$ cat src/rtl/obb_frame_scheduler.sv
// Per-frame OBB physics sequencer: owns the body register file, feeds impulses and
// integration steps through the external combinational updater, and serves a render read port.
module obb_frame_scheduler #(
  parameter int unsigned N_BODIES     = 8,
  parameter int unsigned POS_W        = 32,
  parameter int unsigned VEL_W        = 32,
  parameter int unsigned ANG_W        = 32,
  parameter int unsigned DIM_W        = 16,
  parameter int unsigned MAX_IMPULSES = 16,
  localparam int unsigned IDX_W       = (N_BODIES > 1) ? $clog2(N_BODIES) : 1
) (
  input  logic             Clk,
  input  logic             Reset,
  input  logic             frame_start,
  output logic             busy,
  output logic             done,
  output logic             overrun,
  input  logic             load_en,
  input  logic [IDX_W-1:0] load_idx,
  input  logic [POS_W-1:0] load_pos_x, load_pos_y,
  input  logic [VEL_W-1:0] load_vel_x, load_vel_y,
  input  logic [ANG_W-1:0] load_angle, load_omega,
  input  logic [DIM_W-1:0] load_width, load_height,
  input  logic             imp_valid,
  output logic             imp_ready,
  input  logic             imp_last,
  input  logic [IDX_W-1:0] imp_idx,
  input  logic [VEL_W-1:0] imp_x, imp_y,
  output logic             impulse_en,
  output logic             update_en,
  output logic [VEL_W-1:0] upd_imp_x, upd_imp_y,
  output logic [POS_W-1:0] prev_pos_x, prev_pos_y,
  output logic [VEL_W-1:0] prev_vel_x, prev_vel_y,
  output logic [ANG_W-1:0] prev_angle, prev_omega,
  output logic [DIM_W-1:0] prev_width, prev_height,
  input  logic [POS_W-1:0] next_pos_x, next_pos_y,
  input  logic [VEL_W-1:0] next_vel_x, next_vel_y,
  input  logic [ANG_W-1:0] next_angle, next_omega,
  input  logic [DIM_W-1:0] next_width, next_height,
  input  logic [IDX_W-1:0] rd_idx,
  output logic [POS_W-1:0] rd_pos_x, rd_pos_y,
  output logic [VEL_W-1:0] rd_vel_x, rd_vel_y,
  output logic [ANG_W-1:0] rd_angle, rd_omega,
  output logic [DIM_W-1:0] rd_width, rd_height
);

  localparam int unsigned CNT_W = $clog2(MAX_IMPULSES + 1);
  localparam logic [IDX_W:0] N_EXT = (IDX_W + 1)'(N_BODIES);

  typedef struct packed {
    logic [POS_W-1:0] pos_x, pos_y;
    logic [VEL_W-1:0] vel_x, vel_y;
    logic [ANG_W-1:0] angle, omega;
    logic [DIM_W-1:0] width, height;
  } body_t;

  typedef enum logic [1:0] {IDLE, IMPULSE, INTEGRATE, DONE} state_t;

  state_t           state_q, state_d;
  logic             busy_q, busy_d, done_q, done_d, imp_ready_q, imp_ready_d;
  logic [CNT_W-1:0] cnt_q, cnt_d;
  logic [IDX_W-1:0] int_idx_q, int_idx_d, sel_idx;
  body_t            body_q [N_BODIES];
  body_t            body_d [N_BODIES];
  body_t            rd_q, rd_d, prev_b, next_b;
  logic             hs, load_ok, imp_ok, sel_ok, rd_ok;

  assign hs      = (state_q == IMPULSE) && imp_valid && imp_ready_q;
  assign load_ok = {1'b0, load_idx} < N_EXT;
  assign imp_ok  = {1'b0, imp_idx} < N_EXT;
  assign rd_ok   = {1'b0, rd_idx} < N_EXT;
  assign next_b  = '{next_pos_x, next_pos_y, next_vel_x, next_vel_y,
                     next_angle, next_omega, next_width, next_height};

  // Handshake cycles look at the impulse target, INTEGRATE at the sweep index, else body 0.
  always_comb begin
    sel_idx = '0;
    if (hs) sel_idx = imp_idx;
    else if (state_q == INTEGRATE) sel_idx = int_idx_q;
    sel_ok = {1'b0, sel_idx} < N_EXT;
    prev_b = sel_ok ? body_q[sel_idx] : '0;
    rd_d   = rd_ok ? body_q[rd_idx] : '0;
  end

  always_comb begin
    state_d     = state_q;
    busy_d      = busy_q;
    done_d      = 1'b0;
    imp_ready_d = 1'b0;
    cnt_d       = cnt_q;
    int_idx_d   = int_idx_q;
    body_d      = body_q;
    case (state_q)
      IDLE: begin
        if (load_en && load_ok)
          body_d[load_idx] = '{load_pos_x, load_pos_y, load_vel_x, load_vel_y,
                               load_angle, load_omega, load_width, load_height};
        if (frame_start) begin
          state_d     = IMPULSE;
          busy_d      = 1'b1;
          imp_ready_d = 1'b1;
          cnt_d       = '0;
        end
      end
      IMPULSE: begin
        imp_ready_d = 1'b1;
        if (hs) begin
          if (imp_ok) begin
            body_d[imp_idx].vel_x = next_vel_x;
            body_d[imp_idx].vel_y = next_vel_y;
            body_d[imp_idx].omega = next_omega;
          end
          cnt_d = cnt_q + 1'b1;
          if (imp_last || cnt_q == CNT_W'(MAX_IMPULSES - 1)) begin
            state_d     = INTEGRATE;
            int_idx_d   = '0;
            imp_ready_d = 1'b0;
          end
        end
      end
      INTEGRATE: begin
        body_d[int_idx_q] = next_b;
        if (int_idx_q == IDX_W'(N_BODIES - 1)) begin
          state_d = DONE;
          done_d  = 1'b1;
        end else begin
          int_idx_d = int_idx_q + 1'b1;
        end
      end
      DONE: begin
        state_d = IDLE;
        busy_d  = 1'b0;
      end
      default: state_d = IDLE;
    endcase
  end

  always_ff @(posedge Clk) begin
    if (Reset) begin
      state_q     <= IDLE;
      busy_q      <= 1'b0;
      done_q      <= 1'b0;
      imp_ready_q <= 1'b0;
      cnt_q       <= '0;
      int_idx_q   <= '0;
      rd_q        <= '0;
      for (int unsigned i = 0; i < N_BODIES; i++) body_q[i] <= '0;
    end else begin
      state_q     <= state_d;
      busy_q      <= busy_d;
      done_q      <= done_d;
      imp_ready_q <= imp_ready_d;
      cnt_q       <= cnt_d;
      int_idx_q   <= int_idx_d;
      rd_q        <= rd_d;
      for (int unsigned i = 0; i < N_BODIES; i++) body_q[i] <= body_d[i];
    end
  end

  assign busy       = busy_q;
  assign done       = done_q;
  assign imp_ready  = imp_ready_q;
  assign overrun    = frame_start && busy_q;
  assign impulse_en = hs && imp_ok;
  assign update_en  = (state_q == INTEGRATE);
  assign upd_imp_x  = hs ? imp_x : '0;
  assign upd_imp_y  = hs ? imp_y : '0;

  assign {prev_pos_x, prev_pos_y, prev_vel_x, prev_vel_y,
          prev_angle, prev_omega, prev_width, prev_height} = prev_b;
  assign {rd_pos_x, rd_pos_y, rd_vel_x, rd_vel_y,
          rd_angle, rd_omega, rd_width, rd_height} = rd_q;

endmodule

$ cat config.mk
export PLATFORM = sky130hd
export DESIGN_NAME = obb_frame_scheduler
export DESIGN_NICKNAME = d
export VERILOG_FILES = /design/src/rtl/obb_frame_scheduler.sv
export SDC_FILE = /design/constraint.sdc
export NUM_CORES = 2
export LEC_CHECK = 0
export BUFFER_PORTS_ARGS = -buffer_cell sky130_fd_sc_hd__buf_2
export CAP_MARGIN = 0
export CORE_ASPECT_RATIO = 0.5
export CORE_MARGIN = 4
export CORE_UTILIZATION = 35
export DETAILED_ROUTE_END_ITERATION = 6
export PLACE_DENSITY = 0.59
export SETUP_SLACK_MARGIN = 0.02
export SYNTH_ARGS = -nofsm -noshare
export SYNTH_HDL_FRONTEND = slang
export SYNTH_SLANG_ARGS = --single-unit
$ cat constraint.sdc
create_clock -name Clk -period 7.26 [get_ports Clk]
set_input_delay 1.089 -clock Clk [delete_from_list [all_inputs] [get_ports Clk]]
set_output_delay 1.089 -clock Clk [all_outputs]
set_load 0.005 [all_outputs]
==> out/metrics.cfg <==
[detailed_routing]
remaining_drc_errors = 0
via_count = 111000
post_drt_wl_per_cell_um = 32.6
totalWireLength_um = 550000
drt_pass1_iterations = 7
postRouteAntennaNets = 0
via_per_inst = 6.59
drt_iter0_markers = 16000

[critical_path]
crit_chain = inv_1 -> ha_4 -> and2_1 -> o21ai_4 -> buf_12 -> buf_12 -> buf_12 -> buf_4 -> nand2_1 -> a32o_1 -> a221oi_2 -> buf_2
r2r_slack_ns = 2.55
required_ns = 6.17
crit_fanout = 43
startpoint_type = flip-flop
slowest_stage = o21ai_4
endpoint = prev_pos_x[21]
path_buf_inv = 6
slowest_delay_ns = 0.93
worst-r2r-cell-count = 8
cp_num_cells = 12
cpLargestDelayFamily = compound AO/OA/AOI/OAI gates
r2r_start = state_q[1]
worstSetupPathType = flip-flop to output pin
crit_start = state_q[0]
arrival_ns = 5.09
crit_path_frequent_cell = buf_12
critPathCaptureType = output pin

[clocking]
postCtsHoldBufs = 0
cts_tree = built
clk_path_buf_depth = 4
numCtsBuffers = 206
clock_sinks = 2029
htree_num_levels = 4
root_buffer = clkbuf_16
path_clk_slew_ns = 0.07
cts_resized = 0
cts_setup_buffers = 0
clk-insertion-delay-late_ns = 0.90

[cells_and_area]
nets = 12900
multi_input_area_sq_um = 65300
ff_latch_area_sq_um = 40600
drive_above_1_share_pct = 18.9
area_growth_pct = 13.5
n_fill_cell = 31700

[power]
swShare_pct = 47.6
p_clk_share_pct = 20.1
p_leak_nw = 50.7
switchingPower_w = 0.0270
ir_worst_vdd_mv = 0.505
comb_power_share_pct = 49.5
power_density_nw_per_um2 = 448
p_int_w = 0.0297
p_seq_share_pct = 30.3

[synth]
synth_cells = 12200
syn_area_per_cell_sq_um = 9.11
synthTopCellsByArea = dfxtp_1 (36%), mux4_2 (9.1%), a32o_1 (8.5%)
synth-edff-count = 0
synth_cell_type_count = 64
synth_ff_type = dfxtp_1
synth_async_sr_flop_share_pct = 0
yosysSeqAreaShare_pct = 36.5
yosysMostFrequentCell = nand2_1
synth_nets = 12800
synth_seq_cells = 2029
synth.top_cell.area_share_pct = 36.5
yosys_warnings = 0
synth.largest_area_cell = dfxtp_1
netlist_top_cells_count = nand2_1 (2,218), dfxtp_1 (2,029), o21ai_0 (1,716)
synth_area_sq_um = 111000

[die]
num_rows = 146
fp.dieH_um = 407
dieWidth_um = 806
pin_count = 1045
initial_core_util_pct = 35.2
core_area_sq_um = 317000
die-area_sq_um = 328000

[status]
status = complete, no violations

[grt]
antenna_found_initial = 168
grt_pass1_wl_um = 773000
grt_max_degree = 169
grtUsageTotal_pct = 31.6
grt_pass1_vias = 104000
overflow = 0

[timing]
setup_violations = 0
hold_ws_ns = 0.489
worst-slew-pin-transition_ns = 1.28
period_minus_slack_ns = 6.18
fin_crit_sh_pct = 85.1
rsz0062_at_grt = false
fin_skew_ns = 0.0586
worst_slack_ns = 1.08
max_slew_margin_pct = 15.0
hold_violations = 0
slew_viol_final = 0
fmax_mhz = 162
setup_tns_ns = 0

[job]
maxCapViolCount = 0

[place]
gp_congestion = 0.992
io_buffers = 1044
dp_hpwl_um = 307000
pre_cts_slack_ns = 1.75

[min_path]
hold_class = flip-flop to flip-flop

[through the flow]
stage | total power (W) | std cells | cell area [sq um] | utilization, %
after global routing | 0.0588 | 16800 | 126000 | 39.9
after detailed placement | 0.0444 | 16400 | 119000 | 37.7
after floorplan | 0.0334 | 12200 | 111000 | -
after global placement | 0.0438 | 16400 | 119000 | 37.7
after CTS | 0.0557 | 16700 | 126000 | 39.8
final | 0.0567 | 16900 | 126000 | 39.9
[kinds of logic (layout without fill, tap and decap cells)]
logic type / count (synthesis) / count (layout) / share of synthesized area (%)
adder cells (fa/ha/maj): 9 / 9 / 0.101
XOR/XNOR: 2 / 2 / 0.0157
flip-flops: 2029 / 2029 / 36.5
other: 0 / 116 / 0
AO/OA/AOI/OAI: 4148 / 4148 / 28.2
AND/OR/NAND/NOR: 3336 / 3336 / 12.6
buffers and inverters: 1356 / 1644 / 5.39
multiplexers: 1348 / 1348 / 17.1
[worst reg2reg max path, cell delays in order, from the launching register on]
cell and delay [ns]:
dfxtp_1 0.42, inv_1 0.13, ha_4 0.88, mux2_2 0.42, nand2_8 0.44, nor2b_4 1.15, a21oi_4 0.11, buf_12 0.33
a22o_1 0.74
[layer usage]
layer	wire [um]	GRT usage [%]	vias up
met5	39	0	-
met1	213000	41.0	54900
li1	-	-	46100
met3	57100	6.16	1906
met2	235000	46.7	8057
met4	45200	23.2	6
[power by group through the flow]
stage,Clock [W],Sequential (W),Combinational (W)
2_1_floorplan,0,0.0164,0.0170
3_3_place_gp,0,0.0172,0.0266
3_5_place_dp,0,0.0173,0.0271
4_1_cts,0.0114,0.0171,0.0271
5_1_grt,0.0119,0.0176,0.0294
6_report,0.0114,0.0172,0.0281
[layout by cell type, fill, tap and decap left out, types with 5 or more instances in the layout]
cell type,instances
clkinv_4,8
buf_4,137
nand2_1,2213
ha_1,7
nand2b_1,9
clkinv_2,27
nand4_1,5
a32o_1,943
diode_2,116
nor2_4,12
mux4_2,448
a21oi_1,63
buf_2,1040
dfxtp_1,2029
buf_12,92
o21ai_0,1716
clkinvlp_4,13
nor2_1,490
mux2i_1,899
nand2_4,5
inv_6,9
clkbuf_8,42
a221oi_2,153
nand3_1,9
clkbuf_16,208
o21ai_1,79
a22o_1,1021
bufinv_16,16
and2_1,67
a221oi_1,71
clkbuf_1,41
or2_2,97
nor2b_1,395
a21oi_4,7
a211o_1,52
[worst min-delay path by stage]
stage | from | to | slack [ns] | depth (start not counted)
2_1_floorplan | cnt_q[4] | cnt_q[4] | 0.45 | 2
3_3_place_gp | cnt_q[4] | cnt_q[4] | 0.47 | 2
6_report | flip-flop | flip-flop | 0.49 | 1
5_1_grt | flip-flop | flip-flop | 0.51 | 1
3_5_place_dp | flip-flop | flip-flop | 0.48 | 1
4_1_cts | flip-flop | flip-flop | 0.49 | 2
[final cells by class]
class	count	share of cell area (%)
multi-input combinational	8843	51.6
sequential	2029	32.1
timing repair buffer	1273	6.43
clock buffer	291	4.69
tap	4218	4.17
clock inverter	75	0.719
antenna	116	0.229
inverter	5	0.0188
Note: power is estimated with default switching activity, not from simulation.
